**src/rtl/seg7_mmio_regs.sv**
```systemverilog
// seg7_mmio_regs: bus register slave feeding the 8-digit seven-segment driver.
// Software writes digit nibbles and digit enables into shadow registers. A
// commit copies them into the live registers in one step. An optional blink
// generator gates the enables. Every output is a flop, so the driver never
// sees a half-updated value.
//
// Ports:
//   clk, rst          system clock, asynchronous active-low reset
//   req, we, addr     one transfer per cycle with req=1; addr[3:2] selects
//                     DATA / EN / CTRL / STATUS
//   wdata, be         write data and byte enables
//   rdata, ack        registered read data and ack, one cycle after req
//   SEG7_data         live digit nibbles
//   SEG7_en           live digit enables, gated by the blink phase
module seg7_mmio_regs #(
  parameter int unsigned PRESCALE = 50000,
  parameter logic [7:0]  EN_RST   = 8'hFF
) (
  input  logic        clk,
  input  logic        rst,
  input  logic        req,
  input  logic        we,
  input  logic [3:0]  addr,
  input  logic [31:0] wdata,
  input  logic [3:0]  be,
  output logic [31:0] rdata,
  output logic        ack,
  output logic [31:0] SEG7_data,
  output logic [7:0]  SEG7_en
);

  localparam int unsigned PW = (PRESCALE > 1) ? $clog2(PRESCALE) : 1;
  localparam logic [PW-1:0] PRESC_MAX = PW'(PRESCALE - 1);

  logic [31:0]   shadow_data_q, shadow_data_d;
  logic [7:0]    shadow_en_q,   shadow_en_d;
  logic [31:0]   live_data_q,   live_data_d;
  logic [7:0]    live_en_q,     live_en_d;
  logic [7:0]    seg7_en_q,     seg7_en_d;
  logic          blink_en_q,    blink_en_d;
  logic          auto_commit_q, auto_commit_d;
  logic [15:0]   half_period_q, half_period_d;
  logic          pending_q,     pending_d;
  logic [PW-1:0] presc_q,       presc_d;
  logic [15:0]   tick_cnt_q,    tick_cnt_d;
  logic          phase_q,       phase_d;
  logic          ack_q,         ack_d;
  logic [31:0]   rdata_q,       rdata_d;

  logic       wr_data_s, wr_en_s, wr_ctrl_s, rd_s;
  logic       commit_manual_s, commit_auto_s, tick_s, blink_restart_s;

  // Next-state logic for the register file, commit path, blink timer and bus reply.
  always_comb begin
    rd_s      = req & ~we;
    wr_data_s = req & we & (addr[3:2] == 2'd0);
    wr_en_s   = req & we & (addr[3:2] == 2'd1);
    wr_ctrl_s = req & we & (addr[3:2] == 2'd2);

    // Shadow data: byte-wise merge.
    shadow_data_d = shadow_data_q;
    for (int i = 0; i < 4; i++) begin
      if (wr_data_s && be[i]) begin
        shadow_data_d[8*i +: 8] = wdata[8*i +: 8];
      end else begin
        shadow_data_d[8*i +: 8] = shadow_data_q[8*i +: 8];
      end
    end

    if (wr_en_s && be[0]) begin
      shadow_en_d = wdata[7:0];
    end else begin
      shadow_en_d = shadow_en_q;
    end

    // CTRL fields: byte 0 holds the flags, bytes 2-3 hold half_period.
    if (wr_ctrl_s && be[0]) begin
      blink_en_d    = wdata[0];
      auto_commit_d = wdata[1];
    end else begin
      blink_en_d    = blink_en_q;
      auto_commit_d = auto_commit_q;
    end
    half_period_d = half_period_q;
    if (wr_ctrl_s && be[2]) begin
      half_period_d[7:0] = wdata[23:16];
    end else begin
      half_period_d[7:0] = half_period_q[7:0];
    end
    if (wr_ctrl_s && be[3]) begin
      half_period_d[15:8] = wdata[31:24];
    end else begin
      half_period_d[15:8] = half_period_q[15:8];
    end

    // A manual commit publishes the shadow as it was before this cycle.
    // An auto commit publishes the value being written now.
    commit_manual_s = wr_ctrl_s & be[0] & wdata[2];
    commit_auto_s   = auto_commit_q & (wr_data_s | wr_en_s);
    if (commit_manual_s) begin
      live_data_d = shadow_data_q;
      live_en_d   = shadow_en_q;
    end else if (commit_auto_s) begin
      live_data_d = shadow_data_d;
      live_en_d   = shadow_en_d;
    end else begin
      live_data_d = live_data_q;
      live_en_d   = live_en_q;
    end

    // If a commit and a set happen in the same cycle, the commit wins.
    if (commit_manual_s || commit_auto_s) begin
      pending_d = 1'b0;
    end else if ((wr_data_s || wr_en_s) && (be != 4'd0) && !auto_commit_q) begin
      pending_d = 1'b1;
    end else begin
      pending_d = pending_q;
    end

    tick_s = (presc_q == PRESC_MAX);
    if (tick_s) begin
      presc_d = '0;
    end else begin
      presc_d = presc_q + PW'(1);
    end

    // Touching the flags or half_period restarts the blink in the visible phase.
    blink_restart_s = wr_ctrl_s & ((be[3:2] != 2'b00) | be[0]);
    if (blink_restart_s || (half_period_q == 16'd0)) begin
      tick_cnt_d = 16'd0;
      phase_d    = 1'b1;
    end else if (tick_s) begin
      if (tick_cnt_q == (half_period_q - 16'd1)) begin
        tick_cnt_d = 16'd0;
        phase_d    = ~phase_q;
      end else begin
        tick_cnt_d = tick_cnt_q + 16'd1;
        phase_d    = phase_q;
      end
    end else begin
      tick_cnt_d = tick_cnt_q;
      phase_d    = phase_q;
    end

    // Gating uses next-state values, so a restart or commit shows up on the
    // driver in the same cycle as the ack.
    seg7_en_d = live_en_d & {8{phase_d | ~blink_en_d}};

    ack_d = req;
    if (rd_s) begin
      case (addr[3:2])
        2'd0:    rdata_d = shadow_data_q;
        2'd1:    rdata_d = {24'd0, shadow_en_q};
        2'd2:    rdata_d = {half_period_q, 14'd0, auto_commit_q, blink_en_q};
        2'd3:    rdata_d = {30'd0, pending_q, phase_q};
        default: rdata_d = 32'd0;
      endcase
    end else begin
      rdata_d = 32'd0;
    end
  end

  // State and output registers with asynchronous active-low reset.
  always_ff @(posedge clk or negedge rst) begin
    if (!rst) begin
      shadow_data_q <= 32'd0;
      shadow_en_q   <= EN_RST;
      live_data_q   <= 32'd0;
      live_en_q     <= EN_RST;
      seg7_en_q     <= EN_RST;
      blink_en_q    <= 1'b0;
      auto_commit_q <= 1'b0;
      half_period_q <= 16'd0;
      pending_q     <= 1'b0;
      presc_q       <= '0;
      tick_cnt_q    <= 16'd0;
      phase_q       <= 1'b1;
      ack_q         <= 1'b0;
      rdata_q       <= 32'd0;
    end else begin
      shadow_data_q <= shadow_data_d;
      shadow_en_q   <= shadow_en_d;
      live_data_q   <= live_data_d;
      live_en_q     <= live_en_d;
      seg7_en_q     <= seg7_en_d;
      blink_en_q    <= blink_en_d;
      auto_commit_q <= auto_commit_d;
      half_period_q <= half_period_d;
      pending_q     <= pending_d;
      presc_q       <= presc_d;
      tick_cnt_q    <= tick_cnt_d;
      phase_q       <= phase_d;
      ack_q         <= ack_d;
      rdata_q       <= rdata_d;
    end
  end

  assign rdata     = rdata_q;
  assign ack       = ack_q;
  assign SEG7_data = live_data_q;
  assign SEG7_en   = seg7_en_q;

endmodule
```
**config.mk**
```make
export PLATFORM = sky130hd
export DESIGN_NAME = seg7_mmio_regs
export DESIGN_NICKNAME = d
export VERILOG_FILES = /design/src/rtl/seg7_mmio_regs.sv
export SDC_FILE = /design/constraint.sdc
export NUM_CORES = 1
export LEC_CHECK = 0
export BUFFER_PORTS_ARGS = -buffer_cell sky130_fd_sc_hd__buf_2
export CAP_MARGIN = 30
export CORE_ASPECT_RATIO = 1.25
export CORE_MARGIN = 2
export CORE_UTILIZATION = 35
export DETAILED_ROUTE_END_ITERATION = 8
export PLACE_DENSITY_LB_ADDON = 0.3
export SYNTH_ARGS = -nofsm -noshare
export SYNTH_HDL_FRONTEND = slang
export SYNTH_SLANG_ARGS = --single-unit
```
**constraint.sdc**
```tcl
create_clock -name clk -period 8.4 [get_ports clk]
set_input_delay 0 -clock clk [delete_from_list [all_inputs] [get_ports clk]]
set_output_delay 0 -clock clk [all_outputs]
set_load 0.02 [all_outputs]
```
==> flow_summary.toml, run 1 <==
[status]
status = "completed"

[grt]
grt_pass1_wl_mm = 30.08
antenna_found_initial = 0
grt_pass1_vias = 5725
gr-total-overflow = 0
grt_max_degree = 107
track_usage_pct = 16.45

[final_layout]
syn2layout_area_growth_pct = 23.45
diodes = 0
stdcell_count = 1101
ff_latch_area_sq_um = 4360
layout_commonest_cell = "dfrtp_1"
multi_input_area_sq_um = 3284
drive_above_1_share_pct = 29.95
layout_common_cells = "dfrtp_1 (148), buf_2 (114), nor2_1 (57), mux2_2 (52), a221o_1 (38)"
nFillCells = 2127
fin_util_pct = 43.68
fin_nets = 852

[logic_synthesis]
syn_inst = 664
yosys_warnings = 0
synth_top_cell_by_area = "dfrtp_1"
synth-seq-cells = 173
syn_area_per_cell_sq_um = 11.79
synth_area_sq_um = 7831
synth_top_area_share_pct = 47.29
post_synth_num_cell_types = 56
ys.flop_type = "dfrtp_1"
synth-edff-count = 0
yosys-top-cells-area = "dfrtp_1 (47%), dfstp_2 (8.4%), mux2_2 (7.5%), a221o_1 (4.9%), mux2i_1 (4.1%)"
synth_seq_area_share_pct = 55.68
synth_fp_nets = 711
async_flop_share_pct = 100.0

[worst_setup_path]
crit_type = "flop to flop"
start_kind = "flop"
crit_path_end_kind = "flop"
rrSetupSlack_ps = 5020
critical_path_arrival_ps = 3730
required_ps = 8750
ff2ff_path_depth = 8
r2r-start = "half_period_q[11]$_DFFE_PN0P_"
r2r_end = "SEG7_en[6]$_DFF_PN1_"
crit_fanout = 11

[drt]
met2_length_mm = 9.251
drtPass1Iterations = 4
ant_nets = 0
post-route-drc-count = 0
num_vias = 5619
wire_per_inst_um = 16.61
met3_length_um = 955
highest_layer = "met4"
vias_per_cell = 5.104
drt_wl_total_mm = 18.29
drt-met1-wl_mm = 7.884
drt_iter0_markers = 255

[clocking]
clock_latency_ps = 430
clk_path_buf_depth = 2
cts_setup_buffers = 0
path_clk_slew_ps = 70
clockRootBuffer = "clkbuf_16"
htreeDepth = 4
cts_tree = "built"
cts_num_sinks = 173
cts_inserted_buffers = 17

[floorplan]
core_area_sq_um = 22130
die_h_um = 171.2
die_area_sq_um = 23600
initial_core_util_pct = 35.38
rows = 61
io_pins = 117
die_w_um = 137.8

[power]
ir_drop_v = 0.0001479
p_leak_nw = 4.452
p_total_mw = 2.494
power-per-cell-area_nw_per_um2 = 258.0

[timing]
relSlewSlack_pct = 42.62
setup-tns-final_ps = 0
clock_skew_ps = 10.50
setup_viol = 0
timing.fmax_mhz = 295.9
holdWs_ps = 21.87
drv_slew = 0
period_needed_ps = 3379
hold_violations = 0
worst_pin_slew_ps = 860.6
rsz0062_at_grt = "no"
finalCritPeriodShare_pct = 40.23

[place]
hpwl_mm = 12.02
dp_cells = 1032
io_buffers = 114
place_congestion = 0.7803

[hold_path]
holdPathEnd = "rdata[1]$_DFF_PN0_"
holdPathStages = 3
hold_path.class = "input pin to flop"
min_from = "we"

[run]
cap_violations = 0
==> where the power goes <==
| group | internal, mW | switching, mW |
|---|---|---|
| Sequential | 1.03 | 0.119 |
| Clock | 0.431 | 0.352 |
| Combinational | 0.266 | 0.298 |
| Total | 1.72 | 0.770 |
==> repair_timing <==
action                     CTS  global route
resized for setup            0             0
hold buffers                35             1
hold endpoints to repair   159             2
setup endpoints to repair    0             0
==> cell families after synthesis <==
logic type / count (synthesis) / synth area share, %
buffers and inverters: 51 / 2.636
AO/OA/AOI/OAI: 77 / 8.388
flip-flops: 173 / 55.68
XOR/XNOR: 38 / 4.426
multiplexers: 86 / 12.14
adder cells (fa/ha/maj): 3 / 0.4794
AND/OR/NAND/NOR: 236 / 16.25
==> how the worst max path moves through the flow <==
| stage | cells past startpoint | slack, ps | startpoint | end |
|---|---|---|---|---|
| 4_1_cts | 8 | 4990 | half_period_q[11]$_DFFE_PN0P_ | SEG7_en[6]$_DFF_PN1_ |
| 5_1_grt | 8 | 4870 | half_period_q[11]$_DFFE_PN0P_ | SEG7_en[0]$_DFF_PN1_ |
| 2_1_floorplan | 8 | 5410 | half_period_q[11]$_DFFE_PN0P_ | SEG7_en[0]$_DFF_PN1_ |
| 6_report | 8 | 5020 | half_period_q[11]$_DFFE_PN0P_ | SEG7_en[6]$_DFF_PN1_ |
| 3_3_place_gp | 8 | 5030 | half_period_q[11]$_DFFE_PN0P_ | SEG7_en[4]$_DFF_PN1_ |
| 3_5_place_dp | 8 | 5030 | half_period_q[11]$_DFFE_PN0P_ | SEG7_en[7]$_DFF_PN1_ |
==> cells in the mapped netlist, drive strengths merged (3+ instances only) <==
| library cell | number |
|---|---|
| a221o | 38 |
| nand2b | 11 |
| buf | 10 |
| dfrtp | 148 |
| nand3 | 10 |
| clkbuf | 28 |
| and2 | 12 |
| nor2 | 57 |
| or3 | 9 |
| a211oi | 4 |
| nand4 | 9 |
| xor2 | 18 |
| a21oi | 6 |
| dfstp | 25 |
| nor2b | 35 |
| or2 | 6 |
| xnor2 | 19 |
| nor4 | 13 |
| o21ai | 8 |
| inv | 13 |
| or4 | 3 |
| nor3 | 12 |
| nor3b | 11 |
| nand2 | 33 |
| and3 | 7 |
| mux2 | 52 |
| a211o | 5 |
| ha | 3 |
| mux2i | 32 |
==> worst max-delay path, stage by stage, from the launching register on <==
cell and delay, ps:
dfrtp_1 490, or4_1 560, or2_1 280, or4_1 510
a221o_1 340, nor4_2 200, buf_4 230, mux2_2 450
nor3b_1 230
==> per-layer routing <==
layer / GRT usage (%) / vias up
met2: 27.64 / 118
met1: 20.89 / 2830
met3: 4.539 / 16
met5: 0 / -
met4: 4.348 / 0
li1: - / 2655
==> stage by stage <==
stage | worst slack (ps) | instance area [sq um]
3_3_place_gp | 5026 | 8685
5_1_grt | 4869 | 9668
4_1_cts | 4992 | 9630
6_report | 5021 | 9668
2_1_floorplan | 5409 | 7831
3_5_place_dp | 5029 | 8690
==> final cells by class <==
cell class | instances | share of cell area [%]
Inverter | 13 | 0.5047
Clock inverter | 10 | 0.9836
Timing Repair Buffer | 160 | 10.65
Sequential cell | 173 | 45.10
Clock buffer | 22 | 5.125
Multi-Input combinational cell | 440 | 33.97
Tap cell | 283 | 3.662
==> sequential cells by signal, summed over array words and instances, names as in the netlist <==
signal         cells
SEG7_data         32
rdata             32
shadow_data_q     32
half_period_q     16
presc_q           16
tick_cnt_q        16
SEG7_en            8
live_en_q          8
shadow_en_q        8
ack                1
auto_commit_q      1
blink_en_q         1
pending_q          1
phase_q            1
(Power assumes the default switching activity.)
==> inputs of run 2 (changes only) <==
==> constraint.sdc (replaced) <==
create_clock -name clk -period 2.9 [get_ports clk]
set_input_delay 0 -clock clk [delete_from_list [all_inputs] [get_ports clk]]
set_output_delay 0 -clock clk [all_outputs]
set_load 0.02 [all_outputs]
==> run 2 against run 1 <==
Against the previous run:
- the run now ends with negative setup slack left
- clock power increased to 2.8 times the previous value
- sequential power increased to 2.9 times the previous value
- register-to-register slack got worse by 5100 ps
- cell count increased by 2.0%
- non-clock buffer count increased by 21
- critical endpoint is now SEG7_en[0]$_DFF_PN1_
- largest power group unchanged
==> flow_summary.toml, run 2 (synthesis results as in run 1) <==
[floorplan]
initial_core_util_pct = 35.38
die_w_um = 137.8
rows = 61
die_area_sq_um = 23600
io_pins = 117
die_h_um = 171.2
core_area_sq_um = 22130

[clocking]
htreeDepth = 4
cts_tree = "built"
clk_path_buf_depth = 2
cts_num_sinks = 173
path_clk_slew_ps = 70
clockRootBuffer = "clkbuf_16"
cts_inserted_buffers = 17
clock_latency_ps = 440

[power]
p_leak_nw = 4.589
power_frac_clock_pct = 29.7
p_switching_mw = 2.232
p_int_mw = 5.029
ir_drop_v = 0.0004448
power-per-cell-area_nw_per_um2 = 731.8
swShare_pct = 30.74
p_comb_share_pct = 25.0
seq_power_share_pct = 45.3

[timing]
drv_slew = 0
fin_ws_ps = -38.94
clock_skew_ps = 6.793
worst_pin_slew_ps = 726.7
hold_violations = 0
finalCritPeriodShare_pct = 101.3
holdWs_ps = 25.26
setup_viol = 9
rsz0062_at_grt = "yes"
relSlewSlack_pct = 51.18
setup-tns-final_ps = -158.8
period_needed_ps = 2939
timing.fmax_mhz = 340.3

[place]
io_buffers = 114
post_dp_cell_area_sq_um = 8889
place_congestion = 0.8536
hpwl_mm = 12.49
dp_cells = 1053

[final_layout]
drive_above_1_share_pct = 33.37
syn2layout_area_growth_pct = 26.70
fin_nets = 873
layout_commonest_cell = "dfrtp_1"
stdcell_count = 1123
layout_common_cells = "dfrtp_1 (148), buf_2 (114), nor2_1 (57), mux2_2 (50), a221o_1 (38)"
nFillCells = 2108
final_cell_area_sq_um = 9922

[worst_setup_path]
crit_type = "flop to flop"
startpoint = "half_period_q[10]$_DFFE_PN0P_"
crit_buf_inv = 0
crit_fanout = 8
start_kind = "flop"
r2r-start = "half_period_q[10]$_DFFE_PN0P_"
slowest_delay_ps = 530
required_ps = 3260
cpLargestDelayFamily = "simple AND/OR/NAND/NOR gates"
crit_slowest_cell = "or4_4"
crit_chain = "or4_4 > or2_1 > or4_1 > a221o_1 > nor4_4 > mux2_4 > nor3b_2"
ff2ff_path_depth = 7
crit_cells = 7
critical_path_arrival_ps = 3300
crit_path_end_kind = "flop"

[grt]
grt_pass1_vias = 5609
antenna_found_initial = 1
gr-total-overflow = 0
grt_max_degree = 81
grt_pass1_wl_mm = 29.02
track_usage_pct = 15.89

[run]
cap_violations = 0

[hold_path]
min_from = "be[3]"
holdPathStages = 5
hold_path.class = "input pin to flop"

[drt]
wire_per_inst_um = 16.27
drt_wl_total_mm = 18.28
met3_length_um = 725
num_vias = 5574
ant_nets = 0
drt-met1-wl_mm = 7.966
drtPass1Iterations = 4
drt_iter0_markers = 319
post-route-drc-count = 0
highest_layer = "met4"
vias_per_cell = 4.963
met2_length_mm = 9.229

[status]
status = "finished, violations left"
failed_checks = "negative setup slack"
-- run 2: worst paths after layout --
path	end	slack, ps
max in group asynchronous	live_en_q[6]$_DFF_PN1_	1770
worst min-delay path	pending_q$_DFFE_PN0P_	30
worst min register to register	presc_q[0]$_DFF_PN0_	460
worst max-delay path	SEG7_en[0]$_DFF_PN1_	-40
min in group asynchronous	rdata[18]$_DFF_PN0_	180
worst max register to register	SEG7_en[0]$_DFF_PN1_	-40
-- run 2: area by class of cell --
type / instances / area, sq um / area share (%)
Clock buffer: 19 / 432.9 / 4.363
Sequential cell: 173 / 4360 / 43.95
Timing Repair Buffer: 181 / 1216 / 12.26
Multi-Input combinational cell: 440 / 3391 / 34.17
Antenna cell: 1 / 2.502 / 0.02522
Inverter: 13 / 48.80 / 0.4918
Tap cell: 283 / 354.1 / 3.569
Clock inverter: 13 / 116.4 / 1.173
-- run 2: worst min-delay path, delay by kind of cell --
family | cells | cell delay, ps
compound gates | 1 | 70
simple gates | 3 | 250
buf+inv | 1 | 100
-- run 2: through the flow --
| stage | worst slack [ps] | total power, mW | util [%] |
|---|---|---|---|
| final | -38.94 | 7.261 | 44.83 |
| after global routing | -150.2 | 7.650 | 44.83 |
| after CTS | -136.8 | 7.322 | 44.61 |
| after detailed placement | -188.1 | 5.072 | 40.16 |
| after global placement | -139.2 | 5.050 | 40.14 |
| after floorplan | 11.26 | 4.409 | - |
-- run 2: power by group through the flow --
stage / Sequential [mW] / Combinational (mW) / Clock, mW
after floorplan: 3.58 / 0.833 / 0
after global placement: 3.32 / 1.73 / 0
after detailed placement: 3.33 / 1.75 / 0
after CTS: 3.29 / 1.81 / 2.22
after global routing: 3.34 / 1.99 / 2.32
final: 3.29 / 1.82 / 2.16
-- run 2: repair_timing --
item,CTS,global route
hold endpoints to repair,142,0
resized for setup,13,9
gates cloned,0,0
buffers inserted,1,1
endpoints found under the setup margin,9,25
pin swaps,9,9
hold buffers,36,0
-- run 2: per-layer routing --
| layer | global-route usage, % | up-vias |
|---|---|---|
| met5 | 0 | - |
| met4 | 5.768 | 0 |
| met3 | 3.271 | 24 |
| met2 | 27.23 | 102 |
| met1 | 19.74 | 2752 |
| li1 | - | 2696 |
==> inputs of run 3 (changes only) <==
--- a/config.mk
+++ b/config.mk
@@ -5,13 +5,16 @@
 export SDC_FILE = /design/constraint.sdc
 export NUM_CORES = 1
 export LEC_CHECK = 0
+export ABC_AREA = 1
 export BUFFER_PORTS_ARGS = -buffer_cell sky130_fd_sc_hd__buf_2
 export CAP_MARGIN = 30
 export CORE_ASPECT_RATIO = 1.25
 export CORE_MARGIN = 2
 export CORE_UTILIZATION = 35
+export CTS_CLUSTER_SIZE = 28
 export DETAILED_ROUTE_END_ITERATION = 8
 export PLACE_DENSITY_LB_ADDON = 0.3
+export SKIP_CTS_REPAIR_TIMING = 1
 export SYNTH_ARGS = -nofsm -noshare
 export SYNTH_HDL_FRONTEND = slang
 export SYNTH_SLANG_ARGS = --single-unit
==> run 3 against run 2 <==
Against the previous run:
- the run ends with negative hold slack left
- maximum frequency grew 22%
- core utilization fell by 0.29 points
- sequential power is 7.0% lower
- global-route usage up 1.4 points
- cell count is 22% higher
- clock skew up 3.4 ps
- register-to-register slack improved by 540 ps
- sequential share of layout area grew 1.2 points
- synthesized area decreased by 0.78%
- non-clock buffer count shrank 21
==> flow_summary.toml, run 3 <==
[timing]
holdWs_ps = -54.81
timing.fmax_mhz = 416.1
period_needed_ps = 2403
drv_slew = 0
finalCritPeriodShare_pct = 82.86
clock_skew_ps = 10.21
setup-tns-final_ps = 0
setup_viol = 0
hold_violations = 2
rsz0062_at_grt = "no"
worst_pin_slew_ps = 721.3
relSlewSlack_pct = 51.91

[logic_synthesis]
ys_top_cells_by_count = "nand2_1 (327), dfrtp_1 (148), inv_1 (98), nor2_1 (69), o21ai_0 (55)"
post_synth_num_cell_types = 38
synth_seq_area_share_pct = 56.12
synth_most_common_cell = "nand2_1"
async_flop_share_pct = 100.0
synth_top_cell_by_area = "dfrtp_1"
synth_top_area_share_pct = 47.67
synth_area_sq_um = 7770
synth-seq-cells = 173
yosys_warnings = 0
yosys-top-cells-area = "dfrtp_1 (48%), nand2_1 (16%), dfstp_2 (8.5%), inv_1 (4.7%), o21ai_0 (3.5%)"
synth_fp_nets = 972
ys.flop_type = "dfrtp_1"
synth-edff-count = 0
syn_inst = 925
syn_area_per_cell_sq_um = 8.400

[hold_path]
holdPathStages = 3
hold_path.class = "input pin to flop"
min_from = "wdata[2]"
holdPathEnd = "shadow_en_q[2]$_DFF_PN1_"

[final_layout]
syn2layout_area_growth_pct = 24.35
multi_input_area_sq_um = 2920
layout_common_cells = "nand2_1 (327), dfrtp_1 (148), buf_2 (113), inv_1 (98), nor2_1 (68)"
ff_latch_area_sq_um = 4360
fin_nets = 1125
layout_commonest_cell = "nand2_1"
drive_above_1_share_pct = 19.45
nFillCells = 2123
stdcell_count = 1370

[place]
place_congestion = 0.8659
io_buffers = 114
hpwl_mm = 13.65
dp_cells = 1304

[floorplan]
die_w_um = 137.3
die_area_sq_um = 23420
die_h_um = 170.6
initial_core_util_pct = 35.81
io_pins = 117
core_area_sq_um = 21700
rows = 60

[clocking]
clock_latency_ps = 430
htreeDepth = 4
cts_num_sinks = 173
clk_path_buf_depth = 2
cts_tree = "built"
cts_inserted_buffers = 17
clockRootBuffer = "clkbuf_16"
path_clk_slew_ps = 70

[worst_setup_path]
crit_path_end_kind = "flop"
ff2ff_path_depth = 15
crit_fanout = 8
crit_chain = "inv_1 > ha_1 > inv_1 > nor2_4 > nand2_1 > nand3_1 > nand2_1 > nor2_1 > nand2_1 > nor2_2 > nand3_1 > nand2_1 > nand3_2 > nor2_4 > nor2_1"
crit_path_frequent_cell = "nand2_1"
cpLargestDelayFamily = "simple AND/OR/NAND/NOR gates"
crit_type = "flop to flop"
r2r-start = "half_period_q[0]$_DFFE_PN0P_"
crit_buf_inv = 2
start_kind = "flop"
crit_slowest_cell = "dfrtp_1"
required_ps = 3260
critical_path_arrival_ps = 2760
r2r_end = "SEG7_en[7]$_DFF_PN1_"
slowest_delay_ps = 410
rrSetupSlack_ps = 500
crit_cells = 15

[grt]
grt_max_degree = 77
antenna_found_initial = 2
grt_pass1_wl_mm = 31.45
grt_pass1_vias = 6078
track_usage_pct = 17.34
gr-total-overflow = 0

[power]
p_leak_nw = 4.943
power-per-cell-area_nw_per_um2 = 699.6
ir_drop_v = 0.0004764

[run]
cap_violations = 0

[drt]
wire_per_inst_um = 14.25
post-route-drc-count = 0
drt_wl_total_mm = 19.52
drtPass1Iterations = 5
vias_per_cell = 4.636
num_vias = 6352
ant_nets = 0
drt_iter0_markers = 436

[status]
failed_checks = "negative hold slack"
status = "finished, violations left"
==> run 3: where the power goes <==
part / switching, mW / internal [mW]
Sequential: 0.239 / 2.82
Combinational: 0.873 / 0.471
Clock: 0.992 / 1.36
==> run 3: logic make-up (layout without fill, tap and decap cells) <==
| kind of cell | count (synthesis) | after routing | synth area share [%] |
|---|---|---|---|
| AND/OR/NAND/NOR | 484 | 484 | 26.22 |
| flip-flops | 173 | 173 | 56.12 |
| buffers and inverters | 128 | 293 | 6.328 |
| AO/OA/AOI/OAI | 118 | 118 | 8.696 |
| XOR/XNOR | 18 | 18 | 2.029 |
| adder cells (fa/ha/maj) | 3 | 3 | 0.4831 |
| multiplexers | 1 | 1 | 0.1288 |
| other | 0 | 1 | 0 |
==> run 3: metal layers <==
layer,share of wire (%),global-route usage (%)
met1,45,22.52
met2,48,28.01
met3,5.2,4.800
met4,1.5,5.468
met5,0,0
==> run 3: worst min-delay path, cell delays in order <==
cell	delay [ps]
buf_2	170
inv_1	80
o21ai_0	110
==> run 3: cell type report <==
cell class              count  share of cell area [%]
diodes                      1                 0.02590
clock buffers              19                   4.481
clock inverters            12                   1.671
inverters                 102                   3.963
multi-input cells         624                   30.23
flip-flops and latches    173                   45.13
well taps                 279                   3.613
repair buffers            160                   10.89
==> run 3: how the worst max path moves through the flow <==
stage	from	end
finish	half_period_q[0]$_DFFE_PN0P_	SEG7_en[7]$_DFF_PN1_
global route	half_period_q[0]$_DFFE_PN0P_	SEG7_en[5]$_DFF_PN1_
CTS	half_period_q[0]$_DFFE_PN0P_	SEG7_en[7]$_DFF_PN1_
detailed placement	half_period_q[0]$_DFFE_PN0P_	SEG7_en[7]$_DFF_PN1_
global placement	half_period_q[0]$_DFFE_PN0P_	SEG7_en[4]$_DFF_PN1_
floorplan	half_period_q[0]$_DFFE_PN0P_	tick_cnt_q[15]$_DFFE_PN0P_
==> run 3: metrics by stage <==
| stage | worst slack (ps) | power (mW) | area [sq um] | utilization (%) |
|---|---|---|---|---|
| floorplan | 864.7 | 3.933 | 7770 | - |
| global placement | 558.5 | 4.383 | 8697 | 40.09 |
| detailed placement | 493.8 | 4.413 | 8725 | 40.21 |
| CTS | 488.4 | 6.793 | 9319 | 42.95 |
| global route | 179.4 | 7.148 | 9662 | 44.53 |
| finish | 497.0 | 6.759 | 9662 | 44.53 |
